$ cat config.mk
export PLATFORM = sky130hd
export DESIGN_NAME = alu_share_ctrl_flat
export DESIGN_NICKNAME = d
export VERILOG_FILES = /design/src/rtl/alu_ctrl_pkg.sv /design/src/rtl/alu_share_ctrl_if.sv /design/src/rtl/alu_share_ctrl_alu64.sv /design/src/rtl/alu_share_ctrl.sv /design/src/flat_wrapper.sv
export SDC_FILE = /design/constraint.sdc
export NUM_CORES = 1
export LEC_CHECK = 0
export ABC_AREA = 0
export CAP_MARGIN = 5
export CELL_PAD_IN_SITES_DETAIL_PLACEMENT = 1
export CELL_PAD_IN_SITES_GLOBAL_PLACEMENT = 1
export CORE_UTILIZATION = 42
export DETAILED_ROUTE_END_ITERATION = 12
export GPL_TIMING_DRIVEN = 0
export HOLD_SLACK_MARGIN = 0.12
export PLACE_DENSITY_LB_ADDON = 0.1
export SYNTH_ARGS = -nofsm -noshare
export SYNTH_HDL_FRONTEND = slang
export SYNTH_SLANG_ARGS = --single-unit
export TNS_END_PERCENT = 50
$ cat constraint.sdc
create_clock -name clk -period 11.2 [get_ports clk]
set_clock_uncertainty 0.05 [all_clocks]
set_input_delay 2.24 -clock clk [delete_from_list [all_inputs] [get_ports clk]]
set_output_delay 2.24 -clock clk [all_outputs]
set_load 0.02 [all_outputs]
$ cat src/rtl/alu_ctrl_pkg.sv
// Shared types and constants for the shared-ALU controller.
package alu_ctrl_pkg;

  localparam int WIDTH = 64;

  typedef enum logic [1:0] {
    FN_ADD = 2'd0,
    FN_SUB = 2'd1,
    FN_AND = 2'd2,
    FN_XOR = 2'd3
  } fn_e;

  typedef enum logic [1:0] {
    IDLE = 2'd0,
    EXEC = 2'd1,
    RESP = 2'd2
  } state_e;

  // One accepted operation as held in the operand registers.
  typedef struct packed {
    fn_e              fn;
    logic [WIDTH-1:0] a;
    logic [WIDTH-1:0] b;
    logic             id;
    logic             setcc;
  } op_t;

endpackage

$ cat src/rtl/alu_share_ctrl_if.sv
// Request/response/condition-code bundle between the requesters and the
// shared-ALU controller. The controller uses the slave side.
interface alu_share_ctrl_if;
  import alu_ctrl_pkg::*;

  logic             req0_valid;
  logic             req0_ready;
  fn_e              req0_fn;
  logic [WIDTH-1:0] req0_a;
  logic [WIDTH-1:0] req0_b;
  logic             req0_setcc;

  logic             req1_valid;
  logic             req1_ready;
  fn_e              req1_fn;
  logic [WIDTH-1:0] req1_a;
  logic [WIDTH-1:0] req1_b;

  logic             rsp_valid;
  logic             rsp_ready;
  logic             rsp_id;
  logic [WIDTH-1:0] rsp_result;
  logic             rsp_of;

  logic             cc_zf;
  logic             cc_sf;
  logic             cc_of;

  modport master (
    output req0_valid, req0_fn, req0_a, req0_b, req0_setcc,
    output req1_valid, req1_fn, req1_a, req1_b,
    output rsp_ready,
    input  req0_ready, req1_ready,
    input  rsp_valid, rsp_id, rsp_result, rsp_of,
    input  cc_zf, cc_sf, cc_of
  );

  modport slave (
    input  req0_valid, req0_fn, req0_a, req0_b, req0_setcc,
    input  req1_valid, req1_fn, req1_a, req1_b,
    input  rsp_ready,
    output req0_ready, req1_ready,
    output rsp_valid, rsp_id, rsp_result, rsp_of,
    output cc_zf, cc_sf, cc_of
  );

endinterface

$ cat src/rtl/alu_share_ctrl_alu64.sv
// Combinational 64-bit ALU: add/sub/and/xor units muxed by function code,
// with signed-overflow detection for add and sub.
module alu64
  import alu_ctrl_pkg::*;
(
  input  fn_e              fn,
  input  logic [WIDTH-1:0] a,
  input  logic [WIDTH-1:0] b,
  output logic [WIDTH-1:0] result,
  output logic             of
);

  logic [WIDTH-1:0] add_r;
  logic [WIDTH-1:0] sub_r;
  logic [WIDTH-1:0] and_r;
  logic [WIDTH-1:0] xor_r;
  logic             add_of;
  logic             sub_of;

  // Function units, all wrapping modulo 2^WIDTH.
  assign add_r = a + b;
  assign sub_r = a - b;
  assign and_r = a & b;
  assign xor_r = a ^ b;

  // Signed overflow: result sign disagrees with what the operand signs allow.
  assign add_of = (a[WIDTH-1] == b[WIDTH-1]) && (add_r[WIDTH-1] != a[WIDTH-1]);
  assign sub_of = (a[WIDTH-1] != b[WIDTH-1]) && (sub_r[WIDTH-1] != a[WIDTH-1]);

  // Select the unit output for the requested function.
  always_comb begin
    // NOTE: defaults first so no path through the case leaves an output unassigned (no latch).
    result = add_r;
    of     = 1'b0;
    unique case (fn)
      FN_ADD: begin result = add_r; of = add_of; end
      FN_SUB: begin result = sub_r; of = sub_of; end
      FN_AND: result = and_r;
      FN_XOR: result = xor_r;
      default: begin result = add_r; of = 1'b0; end
    endcase
  end

endmodule

$ cat src/rtl/alu_share_ctrl.sv
// Two-requester controller for the shared execute ALU: round-robin arbiter,
// IDLE/EXEC/RESP sequencer, operand/response registers and the ZF/SF/OF
// condition-code register (only requester 0 may update it).
module alu_share_ctrl
  import alu_ctrl_pkg::*;
(
  input  logic              clk,
  input  logic              rst,
  alu_share_ctrl_if.slave   bus
);

  state_e           state_q;
  state_e           state_d;
  logic             rr_ptr_q;
  logic             gnt_id;
  logic             any_valid;
  logic             accept;
  logic             ready0;
  logic             ready1;
  logic             rsp_done;

  op_t              op_q;
  op_t              op_d;

  logic [WIDTH-1:0] alu_result;
  logic             alu_of;

  logic [WIDTH-1:0] result_q;
  logic             of_q;
  logic             id_q;
  logic             zf_q;
  logic             sf_q;
  logic             ccof_q;

  // Grant: the lone valid requester, or rr_ptr when both are asking.
  always_comb begin
    any_valid = bus.req0_valid | bus.req1_valid;
    if (bus.req0_valid && bus.req1_valid) gnt_id = rr_ptr_q;
    else                                  gnt_id = bus.req1_valid;
  end

  // Operand bundle of the granted requester; requester 1 never touches CC.
  always_comb begin
    op_d.fn    = bus.req0_fn;
    op_d.a     = bus.req0_a;
    op_d.b     = bus.req0_b;
    op_d.id    = 1'b0;
    op_d.setcc = bus.req0_setcc;
    if (gnt_id) begin
      op_d.fn    = bus.req1_fn;
      op_d.a     = bus.req1_a;
      op_d.b     = bus.req1_b;
      op_d.id    = 1'b1;
      op_d.setcc = 1'b0;
    end
  end

  // Next-state and handshake outputs; readys only ever rise in IDLE.
  always_comb begin
    state_d = state_q;
    ready0  = 1'b0;
    ready1  = 1'b0;
    accept  = 1'b0;
    unique case (state_q)
      IDLE: begin
        if (any_valid) begin
          accept  = 1'b1;
          ready0  = ~gnt_id;
          ready1  = gnt_id;
          state_d = EXEC;
        end
      end
      EXEC: state_d = RESP;
      RESP: if (bus.rsp_ready) state_d = IDLE;
      default: state_d = IDLE;
    endcase
  end

  assign rsp_done = (state_q == RESP) && bus.rsp_ready;

  // State register; reset wins over any handshake in the same cycle.
  always_ff @(posedge clk) begin
    // NOTE: sequential state uses non-blocking assignments so every flop samples pre-edge values.
    if (rst) state_q <= IDLE;
    else     state_q <= state_d;
  end

  // Operand capture on accept.
  always_ff @(posedge clk) begin
    // NOTE: datapath operand registers carry no reset; they are only read in EXEC after a fresh accept.
    if (accept) op_q <= op_d;
  end

  alu64 u_alu (
    .fn     (op_q.fn),
    .a      (op_q.a),
    .b      (op_q.b),
    .result (alu_result),
    .of     (alu_of)
  );

  // Response and condition-code registers, written from the ALU in EXEC;
  // the round-robin pointer moves only on the response handshake.
  always_ff @(posedge clk) begin
    if (rst) begin
      rr_ptr_q <= 1'b0;
      result_q <= '0;
      of_q     <= 1'b0;
      id_q     <= 1'b0;
      zf_q     <= 1'b1;
      sf_q     <= 1'b0;
      ccof_q   <= 1'b0;
    end else begin
      if (state_q == EXEC) begin
        result_q <= alu_result;
        of_q     <= alu_of;
        id_q     <= op_q.id;
        if (op_q.setcc) begin
          zf_q   <= (alu_result == '0);
          sf_q   <= alu_result[WIDTH-1];
          ccof_q <= alu_of;
        end
      end
      if (rsp_done) rr_ptr_q <= ~id_q;
    end
  end

  assign bus.req0_ready = ready0;
  assign bus.req1_ready = ready1;
  assign bus.rsp_valid  = (state_q == RESP);
  assign bus.rsp_id     = id_q;
  assign bus.rsp_result = result_q;
  assign bus.rsp_of     = of_q;
  assign bus.cc_zf      = zf_q;
  assign bus.cc_sf      = sf_q;
  assign bus.cc_of      = ccof_q;

endmodule

$ cat src/flat_wrapper.sv
// flat-port wrapper written by rule: the top's interface ports become plain ports
module alu_share_ctrl_flat import alu_ctrl_pkg::*;
  (clk, rst, bus_req0_valid, bus_req0_fn, bus_req0_a, bus_req0_b, bus_req0_setcc, bus_req1_valid, bus_req1_fn, bus_req1_a, bus_req1_b, bus_rsp_ready, bus_req0_ready, bus_req1_ready, bus_rsp_valid, bus_rsp_id, bus_rsp_result, bus_rsp_of, bus_cc_zf, bus_cc_sf, bus_cc_of);
  alu_share_ctrl_if bus_i ();
  input  logic clk;
  input  logic rst;
  input wire logic [$bits(bus_i.req0_valid)-1:0] bus_req0_valid;
  input wire logic [$bits(bus_i.req0_fn)-1:0] bus_req0_fn;
  input wire logic [$bits(bus_i.req0_a)-1:0] bus_req0_a;
  input wire logic [$bits(bus_i.req0_b)-1:0] bus_req0_b;
  input wire logic [$bits(bus_i.req0_setcc)-1:0] bus_req0_setcc;
  input wire logic [$bits(bus_i.req1_valid)-1:0] bus_req1_valid;
  input wire logic [$bits(bus_i.req1_fn)-1:0] bus_req1_fn;
  input wire logic [$bits(bus_i.req1_a)-1:0] bus_req1_a;
  input wire logic [$bits(bus_i.req1_b)-1:0] bus_req1_b;
  input wire logic [$bits(bus_i.rsp_ready)-1:0] bus_rsp_ready;
  output wire logic [$bits(bus_i.req0_ready)-1:0] bus_req0_ready;
  output wire logic [$bits(bus_i.req1_ready)-1:0] bus_req1_ready;
  output wire logic [$bits(bus_i.rsp_valid)-1:0] bus_rsp_valid;
  output wire logic [$bits(bus_i.rsp_id)-1:0] bus_rsp_id;
  output wire logic [$bits(bus_i.rsp_result)-1:0] bus_rsp_result;
  output wire logic [$bits(bus_i.rsp_of)-1:0] bus_rsp_of;
  output wire logic [$bits(bus_i.cc_zf)-1:0] bus_cc_zf;
  output wire logic [$bits(bus_i.cc_sf)-1:0] bus_cc_sf;
  output wire logic [$bits(bus_i.cc_of)-1:0] bus_cc_of;
  assign bus_i.req0_valid = bus_req0_valid;
  assign bus_i.req0_fn = bus_req0_fn;
  assign bus_i.req0_a = bus_req0_a;
  assign bus_i.req0_b = bus_req0_b;
  assign bus_i.req0_setcc = bus_req0_setcc;
  assign bus_i.req1_valid = bus_req1_valid;
  assign bus_i.req1_fn = bus_req1_fn;
  assign bus_i.req1_a = bus_req1_a;
  assign bus_i.req1_b = bus_req1_b;
  assign bus_i.rsp_ready = bus_rsp_ready;
  assign bus_req0_ready = bus_i.req0_ready;
  assign bus_req1_ready = bus_i.req1_ready;
  assign bus_rsp_valid = bus_i.rsp_valid;
  assign bus_rsp_id = bus_i.rsp_id;
  assign bus_rsp_result = bus_i.rsp_result;
  assign bus_rsp_of = bus_i.rsp_of;
  assign bus_cc_zf = bus_i.cc_zf;
  assign bus_cc_sf = bus_i.cc_sf;
  assign bus_cc_of = bus_i.cc_of;
  alu_share_ctrl u_core (.clk(clk), .rst(rst), .bus(bus_i));
endmodule
== Word-level counts from Yosys, hierarchy flattened ==
Cells that the tools add are included.
Storage, ports and cells
  input bits: 266
  register bits: 204
  logic and storage cells: 53
Operators by class
  $add $sub $neg: 2
  equal/unequal tests: 11
  reduce and logical (&&, ||, !) cells: 9
  mux-type cells: 13
  bitwise operators: 5
Operators by type and width (number)
  case mux 64 bit (4 select lines): 1
  2-to-1 mux 132 bit: 1
  adder 64 bit: 1
  bitwise AND 64 bit: 1
  logical NOT 64 bit: 1
  subtractor 64 bit: 1
  XOR 64 bit: 1
  2-to-1 mux 1 bit: 7
  == test 2 bit (second input constant): 3
  case mux 2 bit (3 select lines): 1
  == test 2 x 1 -> 1 bit (second input constant): 2
  logical AND 1 bit: 4
  logical NOT 2 bit: 2
  2-to-1 mux 2 bit: 2
  AND reduction 2 bit: 2
  != test 1 bit: 3
  != test 2 x 1 -> 1 bit (second input constant): 1
  != test 2 bit (second input constant): 1
  inverter 1 bit: 2
  case mux 1 bit (2 select lines): 1
  == test 1 bit: 1
  OR 1 bit: 1

== Longest topological paths before layout ==
  depth in word-level cells: 5
  gate-level depth with buffers: 17
  mapped depth without buffers: 16

== Cells and area by module ==
A second synthesis with hierarchy kept.
Second synthesis, totals
  cells, all modules: 2421
  area, all modules: 17574.4 um^2
By module, submodules not included
  alu64: area an instance 9364.0 um^2, seq. area each 0.0 um^2, instances 1, cells an instance 1528
  alu_share_ctrl: area an instance 8210.4 um^2, seq. area each 5405.2 um^2, instances 1, cells an instance 893

== Worst setup path after synthesis ==
No wires, ideal clock.
  path kind: input port to output port
  from: input bus_req0_valid
  to: output bus_req0_ready
  data required time: 8.910 ns
  data arrival time: 3.288 ns
  setup slack: 5.622 ns
  buffers on the path: 1
  stages on the path: 5
  cells stage by stage: inv_1 > o21ai_1 > clkinv_1 > clkbuf_1 > nor2_1
On the way
  word-level cells in the longest chain between the ends: 5
  elaborated cells between the ends (all ways): 6
  classes of those cells: mux: 3; bitwise: 2; reduce/logical: 1
Ends and longest elaborated chain
  from (decl): line flat_wrapper.sv:7  | input wire logic [$bits(bus_i.req0_valid)-1:0] bus_req0_valid;
  logical AND 1 bit: line alu_share_ctrl.sv:38  | if (bus.req0_valid && bus.req1_valid) gnt_id = rr_ptr_q;
  2-to-1 mux 1 bit: line alu_share_ctrl.sv:38
  named net u_core.gnt_id: line alu_share_ctrl.sv:15  | logic gnt_id;
  inverter 1 bit: line alu_share_ctrl.sv:68  | ready0 = ~gnt_id;
  2-to-1 mux 1 bit: line alu_share_ctrl.sv:66  | if (any_valid) begin
  2-to-1 mux 1 bit: line alu_share_ctrl.sv:64  | unique case (state_q)
  to (decl): line flat_wrapper.sv:17  | output wire logic [$bits(bus_i.req0_ready)-1:0] bus_req0_ready;
The timed path passes the listed nets, and every way through them passes these cells.

== Final worst setup path ==
Same ends and word-level chain as after synthesis.

==> results.txt <==
The flow ran to the end, and the final reports show no timing, DRC or antenna violations. The pre-antenna-repair detailed-routing pass consisted of 6 iterations. In this run the worst hold path is classified as flip-flop to flip-flop. The share of synthesized area in the top cell type comes to 21.23%. The netlist uses 94 different library cells. The largest vdd supply drop was 125.6 uV.

The total power was 3.902 mW; the number of buffer and inverter stages on the critical path was 5. The library cell used most frequently in the layout, excluding fill and tap cells, is sky130_fd_sc_hd__nand2_1. In this run the power density over the cells is 164.5 nW/um^2. TritonCTS built the clock tree. The area growth from synthesis to layout is 27.09%.

The final hold slack is 0.4148 ns, and the total of flip-flops plus latches after synthesis is 204. The tree is rooted in a sky130_fd_sc_hd__clkbuf_16. Yosys mapped a number of flops with a built-in enable equal to 132.

The switching fraction of total power was 46.97%; the chip height was 212.8 microns. Proportion of power drawn by the clock network: 22.7%. The die extent in x works out to 212.8 microns. Remaining design rule violation count: 0. Setup violations remaining at the end of the flow were counted as 0. The total overflow reported by the global router is 0, and the maximum buffer depth of the clock tree is 3.

The tools report the total setup buffers inserted after CTS as 0. The analysis attributes to cell leakage a power of 9.646 nW. Global router's overall resource usage: 42.06%. Setup repair after global routing left no endpoint under its margin. The worst path needs 7.908 ns of the cycle, external delays included.

The average cell area after synthesis works out to 7.332 sq um. The cell that appears most often on the critical path is sky130_fd_sc_hd__clkdlybuf4s50_1. Via count: 22800.

At the end of routability-driven placement, the weighted congestion stood at 1.047. Data arrives at the worst endpoint at 5.62 ns. When the netlist entered floorplanning its net count stood at 2942.

The logs give 0 ns for the setup total negative slack and 4 for the initial antenna violation count. The cell type of the slowest stage on the worst timing path was sky130_fd_sc_hd__clkinv_1. The critical path is of the input pin to output pin type. The die covers 45290 sq um. Yosys attributes the largest share of cell area to sky130_fd_sc_hd__edfxtp_1 21%, sky130_fd_sc_hd__nand2_1 11%, sky130_fd_sc_hd__ha_1 8.6%.

The tools report the register share of total power as 25.2%. The largest total area in the synthesized netlist belongs to sky130_fd_sc_hd__edfxtp_1. For this configuration, the core starts out at a cell density of 42.95%. The fraction of synthesis flops using an asynchronous set or reset pin works out to 0%.

Summed over all nets, the switching power comes to 1.832 mW. The critical path's largest stage delay was 0.73 ns; the total CTS buffers was 26. The maximum clock frequency is 0.1265 GHz. For the pin with the worst max-slew slack, the measured transition is 1.123 ns. The detailed router finished its first iteration with 2469 violations. The clock-pin slew reported for the worst setup and hold paths after clock tree synthesis was 0.06 ns. The type of origin of the critical path was an input pin.

For the count of endpoints failing hold in the final timing report, the log shows 0. The critical path goes through clkdlybuf4s50_1 > inv_1 > o21ai_2 > clkinv_1 > clkbuf_1 > nor2_1 > clkdlybuf4s50_1. The largest delay contributor family on the critical path was buffers and inverters. The tools report the number of nets with antenna violations after routing as 0. The number of hold buffers added after CTS was 0. The share of the clock period used by the worst path after layout is 70.61%. After detailed routing, the number of vias per cell comes to 6.479. In the synthesized netlist the dominant register cell turns out to be sky130_fd_sc_hd__edfxtp_1.

During placement, the flow inserted port buffers numbering 336. The final core utilization came out at 54.59%. For the number of violations of the max-capacitance limit, the log shows 0. The setup check on the worst reg-to-reg path leaves a slack of 4.46 ns.

The number of instances resized during post-cts repair is 0. Summing the sequential cell areas from Yosys gives 28.96% of the chip area. The core region area is 43460 sq um, and the final net count is 3309. The logs give 2.069 mW for the internal power and 338 for the number of I/O pins. The wire length of the first global-routing pass came out at 142800 microns. Entering global routing, the biggest net connects 71 pins. The wire length after detailed routing was 98280 microns; the mapped cell area was 18670 sq um. The count of standard-cell rows is 76, and the routed wire length per instance is 27.93 microns.

In this run the tightest slew margin relative to its limit is 24.43%. In the layout the commonest cells are 559 x sky130_fd_sc_hd__nand2_1, 336 x sky130_fd_sc_hd__clkdlybuf4s50_1, 244 x sky130_fd_sc_hd__nor2_1, 225 x sky130_fd_sc_hd__a21oi_1, 140 x sky130_fd_sc_hd__inv_1. During synthesis, Yosys emitted a total of 0 warnings.

The number of clock sinks seen by CTS is 204. The max-slew violation count is 0, and the critical path required time is 8.91 ns. In this run the worst path has a maximum fanout of 10. The later pin in the worst-skew pair is clocked with a latency of 0.60 ns. The tools report the post-synthesis instance total as 2546. STA classifies the critical path endpoint as an output pin.

The run gives 22941 as the via count of the first global-routing pass. The level count of the clock H-tree is 1. The logs give 76970 microns for the detailed placement HPWL and 52.1% for the combinational power share. The layout cell share with drive strength beyond 1 was 3.990%; the number of standard cells in the layout, taps in and fillers out was 3519. The number of placed instances, taps included, is 3470.
-- sequential cells by signal (all words and copies together) (netlist names) --
register	flops
u_core.op_q	132
u_core.bus.rsp_result	64
u_core.state_q	2
u_core.bus.cc_of	1
u_core.bus.cc_sf	1
u_core.bus.cc_zf	1
u_core.bus.rsp_id	1
u_core.bus.rsp_of	1
u_core.rr_ptr_q	1
-- synth_stat cells, types with 19 or more instances --
| cell | count |
|---|---|
| sky130_fd_sc_hd__a211oi_1 | 46 |
| sky130_fd_sc_hd__a21o_1 | 30 |
| sky130_fd_sc_hd__a21oi_1 | 225 |
| sky130_fd_sc_hd__buf_2 | 20 |
| sky130_fd_sc_hd__clkbuf_1 | 118 |
| sky130_fd_sc_hd__dfxtp_1 | 72 |
| sky130_fd_sc_hd__edfxtp_1 | 132 |
| sky130_fd_sc_hd__ha_1 | 128 |
| sky130_fd_sc_hd__inv_1 | 141 |
| sky130_fd_sc_hd__mux2i_1 | 34 |
| sky130_fd_sc_hd__nand2_1 | 559 |
| sky130_fd_sc_hd__nand2b_1 | 19 |
| sky130_fd_sc_hd__nand3_1 | 48 |
| sky130_fd_sc_hd__nand4_1 | 46 |
| sky130_fd_sc_hd__nor2_1 | 244 |
| sky130_fd_sc_hd__nor2b_1 | 19 |
| sky130_fd_sc_hd__nor3_1 | 65 |
| sky130_fd_sc_hd__nor4_1 | 41 |
| sky130_fd_sc_hd__o211ai_1 | 28 |
| sky130_fd_sc_hd__o21ai_0 | 109 |
| sky130_fd_sc_hd__o21bai_1 | 28 |
| sky130_fd_sc_hd__o31ai_1 | 44 |
| sky130_fd_sc_hd__xnor2_1 | 19 |
-- through the flow --
| stage | area [sq um] | setup WS [ns] |
|---|---|---|
| 2_1_floorplan | 18670 | 5.622 |
| 3_3_place_gp | 22760 | 2.931 |
| 3_5_place_dp | 22850 | 2.815 |
| 4_1_cts | 23710 | 2.767 |
| 5_1_grt | 23720 | 3.188 |
| 6_report | 23720 | 3.292 |
-- path summary, 6_finish.rpt --
kind                                                 from                         to  cells after the start
worst max-delay path                       bus_req0_valid             bus_req0_ready                      7
worst min-delay path            u_core.bus.rsp_result[43]  u_core.bus.rsp_result[43]                      2
worst max register to register           u_core.op_q[130]           u_core.bus.cc_zf                     13
worst min register to register  u_core.bus.rsp_result[43]  u_core.bus.rsp_result[43]                      2
-- cell type report --
cell class	instances	area, sq um
sequential	204	5405
multi-input combinational	2034	12050
buffer	162	663.1
tap	585	732.0
timing repair buffer	339	3446
inverter	146	553.0
clock inverter	13	110.1
fill	5377	19730
clock buffer	34	754.5
antenna	2	5.005
-- logic make-up (layout without fill, tap and decap cells) --
family | Yosys count | in the layout | synth area share, %
and+or+nand+nor | 1124 | 1124 | 26.50
AOI/OAI and AO/OA | 716 | 716 | 25.85
buffers and inverters | 308 | 694 | 6.488
DFF | 204 | 204 | 28.96
adders and majority gates | 130 | 130 | 8.794
muxes | 43 | 43 | 2.426
xor gates and xnor gates | 21 | 21 | 0.9853
other | 0 | 2 | 0
-- routing by layer --
| metal | track usage, % | wire length [microns] | vias up |
|---|---|---|---|
| met5 | 0 | 11 | - |
| met4 | 21.16 | 5279 | 2 |
| met3 | 8.840 | 9490 | 303 |
| met2 | 68.09 | 44600 | 1386 |
| met1 | 52.74 | 38910 | 11227 |
| li1 | - | - | 9882 |
-- worst register-to-register path, stage by stage, from the launching register on --
cell	delay [ns]
sky130_fd_sc_hd__edfxtp_1	0.41
sky130_fd_sc_hd__inv_1	0.12
sky130_fd_sc_hd__clkbuf_1	0.55
sky130_fd_sc_hd__clkbuf_1	0.69
sky130_fd_sc_hd__clkbuf_1	0.73
sky130_fd_sc_hd__clkbuf_1	0.84
sky130_fd_sc_hd__buf_2	0.64
sky130_fd_sc_hd__clkbuf_1	0.79
sky130_fd_sc_hd__nor2_1	0.10
sky130_fd_sc_hd__a221oi_1	0.78
sky130_fd_sc_hd__nand4_1	0.33
sky130_fd_sc_hd__nor4_1	0.36
sky130_fd_sc_hd__nand4_1	0.20
sky130_fd_sc_hd__nand2_1	0.10
-- power groups by stage --
stage / Combinational (mW) / Sequential, mW / Clock, mW
after floorplan: 1.14 / 1.00 / 0
after global placement: 1.86 / 0.994 / 0
after detailed placement: 1.93 / 0.993 / 0
after CTS: 1.94 / 0.979 / 0.886
after global routing: 2.12 / 0.988 / 0.910
final: 2.03 / 0.983 / 0.885
(Power assumes the default switching activity.)
